$ cat src/rtl/cpu_pkg.sv
// Shared definitions for the multi-cycle CPU controller: states, instruction
// field codes, ALU operations, condition codes and datapath mux selects.
package cpu_pkg;

    typedef enum logic [3:0] {
        S_FETCH, S_LATCH, S_DECODE, S_ALU, S_MOV, S_LUI, S_LD_ADDR,
        S_LD_WB, S_STORE, S_JAL, S_JCOND, S_BRANCH, S_NOP
    } state_t;

    localparam logic [3:0] OP_REG   = 4'b0000;
    localparam logic [3:0] OP_SHIFT = 4'b1000;
    localparam logic [3:0] OP_MOVI  = 4'b1101;
    localparam logic [3:0] OP_LUI   = 4'b1111;
    localparam logic [3:0] OP_MEM   = 4'b0100;
    localparam logic [3:0] OP_BCOND = 4'b1100;

    // Register-form ext codes double as the opcodes of the immediate forms.
    localparam logic [3:0] EXT_ADD   = 4'b0101;
    localparam logic [3:0] EXT_SUB   = 4'b1001;
    localparam logic [3:0] EXT_CMP   = 4'b1011;
    localparam logic [3:0] EXT_AND   = 4'b0001;
    localparam logic [3:0] EXT_OR    = 4'b0010;
    localparam logic [3:0] EXT_XOR   = 4'b0011;
    localparam logic [3:0] EXT_MOV   = 4'b1101;
    localparam logic [3:0] EXT_LSH   = 4'b0100;
    localparam logic [3:0] EXT_LOAD  = 4'b0000;
    localparam logic [3:0] EXT_STOR  = 4'b0100;
    localparam logic [3:0] EXT_JAL   = 4'b1000;
    localparam logic [3:0] EXT_JCOND = 4'b1100;

    localparam logic [3:0] ALU_ADD  = 4'd0;
    localparam logic [3:0] ALU_SUB  = 4'd1;
    localparam logic [3:0] ALU_CMP  = 4'd2;
    localparam logic [3:0] ALU_AND  = 4'd3;
    localparam logic [3:0] ALU_OR   = 4'd4;
    localparam logic [3:0] ALU_XOR  = 4'd5;
    localparam logic [3:0] ALU_LSH  = 4'd6;
    localparam logic [3:0] ALU_PASS = 4'd7;

    localparam logic [3:0] COND_EQ = 4'd0,  COND_NE = 4'd1,  COND_CS = 4'd2,  COND_CC = 4'd3;
    localparam logic [3:0] COND_HI = 4'd4,  COND_LS = 4'd5,  COND_GT = 4'd6,  COND_LE = 4'd7;
    localparam logic [3:0] COND_FS = 4'd8,  COND_FC = 4'd9,  COND_LO = 4'd10, COND_HS = 4'd11;
    localparam logic [3:0] COND_LT = 4'd12, COND_GE = 4'd13, COND_UC = 4'd14, COND_NV = 4'd15;

    localparam logic [1:0] PCM_INC  = 2'd0, PCM_REG  = 2'd1, PCM_ALU = 2'd2;
    localparam logic [1:0] MAM_PC   = 2'd0, MAM_REG  = 2'd1;
    localparam logic [1:0] A2M_REG  = 2'd0, A2M_IMM4 = 2'd1, A2M_SEXT = 2'd2;
    localparam logic [1:0] RWM_MEM  = 2'd0, RWM_PC1  = 2'd1, RWM_ALU = 2'd2, RWM_LUI = 2'd3;

    typedef struct packed {
        logic       mem_w1_en;
        logic       rf_en;
        logic       psr_en;
        logic       pc_en;
        logic       instr_en;
        logic       movm;
        logic       a1m;
        logic       set_znl;
        logic [1:0] pcm;
        logic [1:0] mam;
        logic [1:0] a2m;
        logic [1:0] rwm;
        logic [3:0] alu_op;
    } ctrl_t;

    function automatic logic is_alu_code(input logic [3:0] code);
        return code inside {EXT_ADD, EXT_SUB, EXT_CMP, EXT_AND, EXT_OR, EXT_XOR};
    endfunction

    function automatic logic [3:0] alu_code(input logic [3:0] code);
        case (code)
            EXT_SUB: return ALU_SUB;
            EXT_CMP: return ALU_CMP;
            EXT_AND: return ALU_AND;
            EXT_OR:  return ALU_OR;
            EXT_XOR: return ALU_XOR;
            default: return ALU_ADD;
        endcase
    endfunction

    function automatic state_t decode_state(input logic [3:0] op, input logic [3:0] ext);
        if (op == OP_REG) begin
            if (is_alu_code(ext)) return S_ALU;
            if (ext == EXT_MOV)   return S_MOV;
            return S_NOP;
        end
        if (is_alu_code(op)) return S_ALU;
        case (op)
            OP_SHIFT: return (ext == EXT_LSH || ext[3:1] == 3'b000) ? S_ALU : S_NOP;
            OP_MOVI:  return S_MOV;
            OP_LUI:   return S_LUI;
            OP_BCOND: return S_BRANCH;
            OP_MEM: begin
                case (ext)
                    EXT_LOAD:  return S_LD_ADDR;
                    EXT_STOR:  return S_STORE;
                    EXT_JAL:   return S_JAL;
                    EXT_JCOND: return S_JCOND;
                    default:   return S_NOP;
                endcase
            end
            default:  return S_NOP;
        endcase
    endfunction

endpackage

$ cat src/rtl/cond_eval.sv
// Branch/jump condition evaluator: decides from the 4-bit condition field
// and the PSR flags whether the transfer is taken.
module cond_eval
    import cpu_pkg::*;
(
    input  logic [3:0] cond,
    input  logic [1:0] flags1,
    input  logic [2:0] flags2,
    output logic       take
);

    logic c, f, z, n, l;
    assign {c, f}    = flags1;
    assign {z, n, l} = flags2;

    always_comb begin
        take = 1'b0;
        case (cond)
            COND_EQ: take = z;
            COND_NE: take = !z;
            COND_CS: take = c;
            COND_CC: take = !c;
            COND_HI: take = l;
            COND_LS: take = !l;
            COND_GT: take = n;
            COND_LE: take = !n;
            COND_FS: take = f;
            COND_FC: take = !f;
            COND_LO: take = !l && !z;
            COND_HS: take = l || z;
            COND_LT: take = !n && !z;
            COND_GE: take = n || z;
            COND_UC: take = 1'b1;
            default: take = 1'b0;
        endcase
    end

endmodule

$ cat src/rtl/cpu_controller.sv
// Multi-cycle control FSM: fetch, IR latch, decode, then one or two execute
// cycles; drives every datapath enable/select combinationally from the state.
module cpu_controller
    import cpu_pkg::*;
#(
    parameter int SIZE = 16
) (
    input  logic            clk,
    input  logic            reset,
    input  logic [SIZE-1:0] instr,
    input  logic [1:0]      flags1out,
    input  logic [2:0]      flags2out,
    output logic            MemW1en,
    output logic            MemW2en,
    output logic            RFen,
    output logic            PSRen,
    output logic            PCen,
    output logic            INSTRen,
    output logic            Movm,
    output logic            A1m,
    output logic            setZNL,
    output logic [1:0]      PCm,
    output logic [1:0]      MAm,
    output logic [1:0]      A2m,
    output logic [1:0]      RWm,
    output logic [3:0]      aluOp
);

    state_t     state_q, state_d;
    ctrl_t      ctrl;
    logic [3:0] opcode, cond, ext;
    logic       take;

    assign opcode = instr[15:12];
    assign cond   = instr[11:8];
    assign ext    = instr[7:4];

    // Rsrc is consumed only by the datapath.
    logic unused_rsrc;
    assign unused_rsrc = ^instr[3:0];

    cond_eval u_cond_eval (
        .cond   (cond),
        .flags1 (flags1out),
        .flags2 (flags2out),
        .take   (take)
    );

    always_comb begin
        state_d = state_q;
        case (state_q)
            S_FETCH:   state_d = S_LATCH;
            S_LATCH:   state_d = S_DECODE;
            S_DECODE:  state_d = decode_state(opcode, ext);
            S_LD_ADDR: state_d = S_LD_WB;
            default:   state_d = S_FETCH;
        endcase
    end

    // NOTE: non-blocking assignment keeps every flop updating from pre-edge values.
    always_ff @(posedge clk or posedge reset) begin
        if (reset) state_q <= S_FETCH;
        else       state_q <= state_d;
    end

    // NOTE: ctrl gets a full default first so no path through the case infers a latch.
    always_comb begin
        ctrl        = '0;
        ctrl.alu_op = ALU_ADD;
        case (state_q)
            S_FETCH: ctrl.mam = MAM_PC;
            S_LATCH: begin
                ctrl.instr_en = 1'b1;
                ctrl.mam      = MAM_PC;
            end
            S_ALU: begin
                ctrl.movm  = 1'b1;
                ctrl.a1m   = 1'b0;
                ctrl.rwm   = RWM_ALU;
                ctrl.pc_en = 1'b1;
                ctrl.pcm   = PCM_INC;
                if (opcode == OP_SHIFT) begin
                    ctrl.alu_op = ALU_LSH;
                    ctrl.a2m    = (ext == EXT_LSH) ? A2M_REG : A2M_IMM4;
                end else if (opcode == OP_REG) begin
                    ctrl.alu_op = alu_code(ext);
                    ctrl.a2m    = A2M_REG;
                end else begin
                    ctrl.alu_op = alu_code(opcode);
                    ctrl.a2m    = A2M_SEXT;
                end
                ctrl.rf_en   = (ctrl.alu_op != ALU_CMP);
                ctrl.psr_en  = ctrl.alu_op inside {ALU_ADD, ALU_SUB, ALU_CMP};
                ctrl.set_znl = ctrl.psr_en;
            end
            S_MOV: begin
                ctrl.movm  = 1'b0;
                ctrl.a2m   = (opcode == OP_REG) ? A2M_REG : A2M_SEXT;
                ctrl.rwm   = RWM_ALU;
                ctrl.rf_en = 1'b1;
                ctrl.pc_en = 1'b1;
            end
            S_LUI: begin
                ctrl.rwm   = RWM_LUI;
                ctrl.rf_en = 1'b1;
                ctrl.pc_en = 1'b1;
            end
            S_LD_ADDR: ctrl.mam = MAM_REG;
            S_LD_WB: begin
                ctrl.mam   = MAM_REG;
                ctrl.rwm   = RWM_MEM;
                ctrl.rf_en = 1'b1;
                ctrl.pc_en = 1'b1;
            end
            S_STORE: begin
                ctrl.mam       = MAM_REG;
                ctrl.mem_w1_en = 1'b1;
                ctrl.pc_en     = 1'b1;
            end
            S_JAL: begin
                ctrl.rwm   = RWM_PC1;
                ctrl.rf_en = 1'b1;
                ctrl.pcm   = PCM_REG;
                ctrl.pc_en = 1'b1;
            end
            S_JCOND: begin
                ctrl.pcm   = take ? PCM_REG : PCM_INC;
                ctrl.pc_en = 1'b1;
            end
            S_BRANCH: begin
                ctrl.a1m    = 1'b1;
                ctrl.a2m    = A2M_SEXT;
                ctrl.alu_op = ALU_ADD;
                ctrl.pcm    = take ? PCM_ALU : PCM_INC;
                ctrl.pc_en  = 1'b1;
            end
            S_NOP: begin
                ctrl.pc_en = 1'b1;
                ctrl.pcm   = PCM_INC;
            end
            default: ;
        endcase
    end

    assign MemW1en = ctrl.mem_w1_en;
    assign MemW2en = 1'b0;
    assign RFen    = ctrl.rf_en;
    assign PSRen   = ctrl.psr_en;
    assign PCen    = ctrl.pc_en;
    assign INSTRen = ctrl.instr_en;
    assign Movm    = ctrl.movm;
    assign A1m     = ctrl.a1m;
    assign setZNL  = ctrl.set_znl;
    assign PCm     = ctrl.pcm;
    assign MAm     = ctrl.mam;
    assign A2m     = ctrl.a2m;
    assign RWm     = ctrl.rwm;
    assign aluOp   = ctrl.alu_op;

endmodule

$ cat config.mk
export PLATFORM = sky130hd
export DESIGN_NAME = cpu_controller
export DESIGN_NICKNAME = d
export VERILOG_FILES = /design/src/rtl/cpu_pkg.sv /design/src/rtl/cond_eval.sv /design/src/rtl/cpu_controller.sv
export SDC_FILE = /design/constraint.sdc
export NUM_CORES = 1
export LEC_CHECK = 0
export CAP_MARGIN = 20
export CORE_UTILIZATION = 45
export CTS_CLUSTER_DIAMETER = 100
export CTS_CLUSTER_SIZE = 16
export DETAILED_ROUTE_END_ITERATION = 16
export PLACE_DENSITY = 0.87
export RECOVER_POWER = 25
export SLEW_MARGIN = 20
export SYNTH_ARGS = -nofsm -noshare
export SYNTH_HDL_FRONTEND = slang
export SYNTH_SLANG_ARGS = --single-unit
$ cat constraint.sdc
create_clock -name clk -period 3.8 [get_ports clk]
set_input_delay 0.76 -clock clk [delete_from_list [all_inputs] [get_ports clk]]
set_output_delay 0.76 -clock clk [all_outputs]
set_load 0.1 [all_outputs]
==> flow_summary.yaml <==
outcome:
  outcome: "finished, final reports clean"
global_routing:
  grt_start_max_net_pins: 15
  grt_pass1_vias: 1014
  gr-total-overflow: 0
  global_route.usage.total: 0.2284
  antenna_found_initial: 0
  first_pass_grt_wire_length_mm: 4.429
place:
  gp_congestion: 0.9185
  port-buffer-count: 36
  placement_stage_cell_area_mm2: 0.001410
  dp.cells: 196
  hpwlAfterDp_mm: 2.048
power_and_ir_drop:
  combinationalPowerShare: 0.823
  totalPowerFinal_uw: 893.6
  power_density_mw_per_mm2: 627.1
  p_switching_uw: 602.4
  power.internal_uw: 291.2
  p_clk_frac: 0.057
  power.switching_fraction: 0.6741
  cellLeakagePower_uw: 0.0005375
  seqPwrFrac: 0.120
  vdd.ir_drop.worst_mv: 0.5491
cells_and_area:
  syn2layout_area_growth_pct: 43.45
  largestRegisters: "state_q x4"
  post_layout_nonfiller_instances: 199
  largest_register_ffs: 4
  diodes: 0
  finalNetCount: 197
  largest_register: "state_q"
  final_cell_area_mm2: 0.001425
  fin_util: 0.7048
  final_layout_size_suffix_gt1_frac: 0.1919
setup_path:
  critical_path_cell_count: 7
  crit_buf_inv: 2
  critPathSlowestCell: "sky130_fd_sc_hd__clkdlybuf4s50_1"
  worstSetupStartpoint: "instr[13]"
  cp_max_fo: 12
  crit_path_max_incr_delay_ns: 0.64
  cpLargestDelayFamily: "buffers and inverters"
  crit_type: "in -> out"
  cp-start-kind: "input pin"
  critical_path.reg2reg.startpoint: "state_q[0]$_DFF_PP0_"
  critPathCaptureType: "output pin"
  path_cells: "clkdlybuf4s50_1 > nor4b_2 > a22oi_1 > nor2_1 > o311ai_1 > o21ai_1 > buf_12"
  crit-reg2reg-capture: "state_q[0]$_DFF_PP0_"
  cp_data_required_time_ns: 3.04
  arrival_ns: 2.70
  critical_path.endpoint: "RFen"
  r2r_cells: 3
  rrSetupSlack_ns: 2.27
clock_tree:
  clk_pin_slew_worst_paths_ns: 0.04
  post_cts_buffers: 0
  holdBufCountCts: 0
  cts.htree.levels: 1
  cts_root_buf: "sky130_fd_sc_hd__clkbuf_4"
  tritoncts.num_buffers: 3
  clock_sinks: 4
  tritoncts_clock_tree: "yes"
  post_cts_gate_resize_count: 0
  cts.path.max_buffers: 2
  clock_insertion_delay_worst_skew_ns: 0.23
sta:
  min_period_ns: 3.459
  timing_hold_violations_final: 0
  report.final.slew_viol_count: 0
  fin_skew_ns: 0.002090
  rsz_0062_raised_after_global_routing: "no"
  timing.slew.headroom: 0.2228
  post-route-period-util: 0.9103
  maxClockFrequency_mhz: 289.1
  finalSetupViolations: 0
  tightest_slew_ns: 1.171
floorplanning:
  fp.dieH_um: 48.99
  die_w_um: 48.99
  initial_core_util: 0.4913
  core_area_mm2: 0.002022
  die_area_mm2: 0.002400
  number_of_placement_rows: 16
  io_pins: 44
drt:
  drtIter0Drc: 34
  route.detailed.drc: 0
  routed-via-count: 1174
  dr.pass1.iters: 4
  routedWlPerCell_um: 13.03
  antenna_left: 0
  vias_per_cell: 5.899
  total_routed_wirelength_mm: 2.593
min_path:
  worst_hold_class: "reg -> reg"
  min_delay_path_depth: 1
synth:
  synthCells: 147
  yosys_warnings: 0
  post_synth_instance_area_um2: 993.5
  synth-seq-cells: 4
  distinct_cell_type_count_after_synthesis: 52
  synth_ff_type: "sky130_fd_sc_hd__dfrtp_1"
  yosysSeqAreaShare: 0.1008
  post_synth.cell_area_avg_um2: 6.758
  async_flop_share: 1.000
  synth_enable_flop_cells: 0
run:
  cap_violations: 0
-- metrics by stage --
step	hold WS, ns	setup slack, ns	setup TNS (ns)
floorplan	0.5261	-0.3306	-0.3306
global placement	0.6663	0.4055	0
detailed placement	0.6642	0.3617	0
CTS	0.6747	0.3624	0
global route	0.7164	0.1863	0
finish	0.6748	0.3409	0
-- layer usage --
metal / track usage / up-vias / part of all wire
met5: 0 / - / 0
met4: 0.07843 / 0 / 0
met3: 0.02181 / 0 / 0.034
met2: 0.3727 / 41 / 0.50
met1: 0.3119 / 549 / 0.47
li1: - / 584 / -
-- synth_stat cells, drive strengths merged (3+ instances only) --
cell type	n	share of area
a211oi	4	0.035
a21oi	11	0.055
and3	3	0.019
buf	16	0.10
dfrtp	4	0.10
inv	6	0.025
nand2	17	0.064
nand2b	5	0.031
nor2	11	0.044
nor2b	3	0.019
nor3	5	0.025
nor3b	4	0.030
nor4	4	0.031
nor4b	3	0.039
o21ai	9	0.045
xnor2	3	0.026
-- worst min path at each step --
stage,start,to,slack [ns]
6_report,state_q[1]$_DFF_PP0_,state_q[2]$_DFF_PP0_,0.67
5_1_grt,state_q[1]$_DFF_PP0_,state_q[2]$_DFF_PP0_,0.72
4_1_cts,state_q[1]$_DFF_PP0_,state_q[2]$_DFF_PP0_,0.67
3_5_place_dp,state_q[1]$_DFF_PP0_,state_q[2]$_DFF_PP0_,0.66
3_3_place_gp,state_q[1]$_DFF_PP0_,state_q[2]$_DFF_PP0_,0.67
2_1_floorplan,reset,state_q[0]$_DFF_PP0_,0.53
-- kinds of logic after synthesis --
kind of cell / Yosys count / share of synthesized area
AO/OA/AOI/OAI: 48 / 0.3400
XOR/XNOR: 5 / 0.04409
buffers and inverters: 24 / 0.1360
flip-flops: 4 / 0.1008
multiplexers: 1 / 0.01008
other: 1 / 0.003775
AND/OR/NAND/NOR: 64 / 0.3653
-- layout by cell type (no fill, tap or decap), types with 3 or more instances in the layout --
cell,netlist,routed
sky130_fd_sc_hd__a211oi_1,3,3
sky130_fd_sc_hd__a21oi_1,11,11
sky130_fd_sc_hd__and3_1,3,3
sky130_fd_sc_hd__buf_12,0,10
sky130_fd_sc_hd__buf_4,4,8
sky130_fd_sc_hd__clkbuf_4,0,3
sky130_fd_sc_hd__clkdlybuf4s50_1,0,17
sky130_fd_sc_hd__conb_1,1,3
sky130_fd_sc_hd__dfrtp_1,4,4
sky130_fd_sc_hd__inv_1,5,5
sky130_fd_sc_hd__nand2_1,17,17
sky130_fd_sc_hd__nand2b_1,5,5
sky130_fd_sc_hd__nor2_1,10,10
sky130_fd_sc_hd__nor2b_1,3,3
sky130_fd_sc_hd__nor3_2,0,3
sky130_fd_sc_hd__nor3b_1,4,4
sky130_fd_sc_hd__o21ai_0,5,5
sky130_fd_sc_hd__o21ai_1,4,4
sky130_fd_sc_hd__xnor2_1,3,3
-- worst register-to-register path: stages, from the launching register on --
cell,delay (ns)
sky130_fd_sc_hd__dfrtp_1,0.48
sky130_fd_sc_hd__nand2b_1,0.24
sky130_fd_sc_hd__or3_1,0.37
sky130_fd_sc_hd__o32ai_1,0.32
-- layout make-up --
cell class	count	area, um^2
Tap cell	27	33.78
Multi-Input combinational cell	121	795.8
Sequential cell	4	100.1
Timing Repair Buffer	38	447.9
Inverter	6	25.02
Clock buffer	3	22.52
Fill cell	160	596.8
-- power groups by stage --
| stage | Combinational [uW] | Clock, uW | Sequential [uW] |
|---|---|---|---|
| 2_1_floorplan | 602 | 0 | 66.0 |
| 3_3_place_gp | 737 | 0 | 106 |
| 3_5_place_dp | 747 | 0 | 106 |
| 4_1_cts | 748 | 54.7 | 106 |
| 5_1_grt | 762 | 57.7 | 113 |
| 6_report | 736 | 51.0 | 107 |
(Power assumes the default switching activity.)
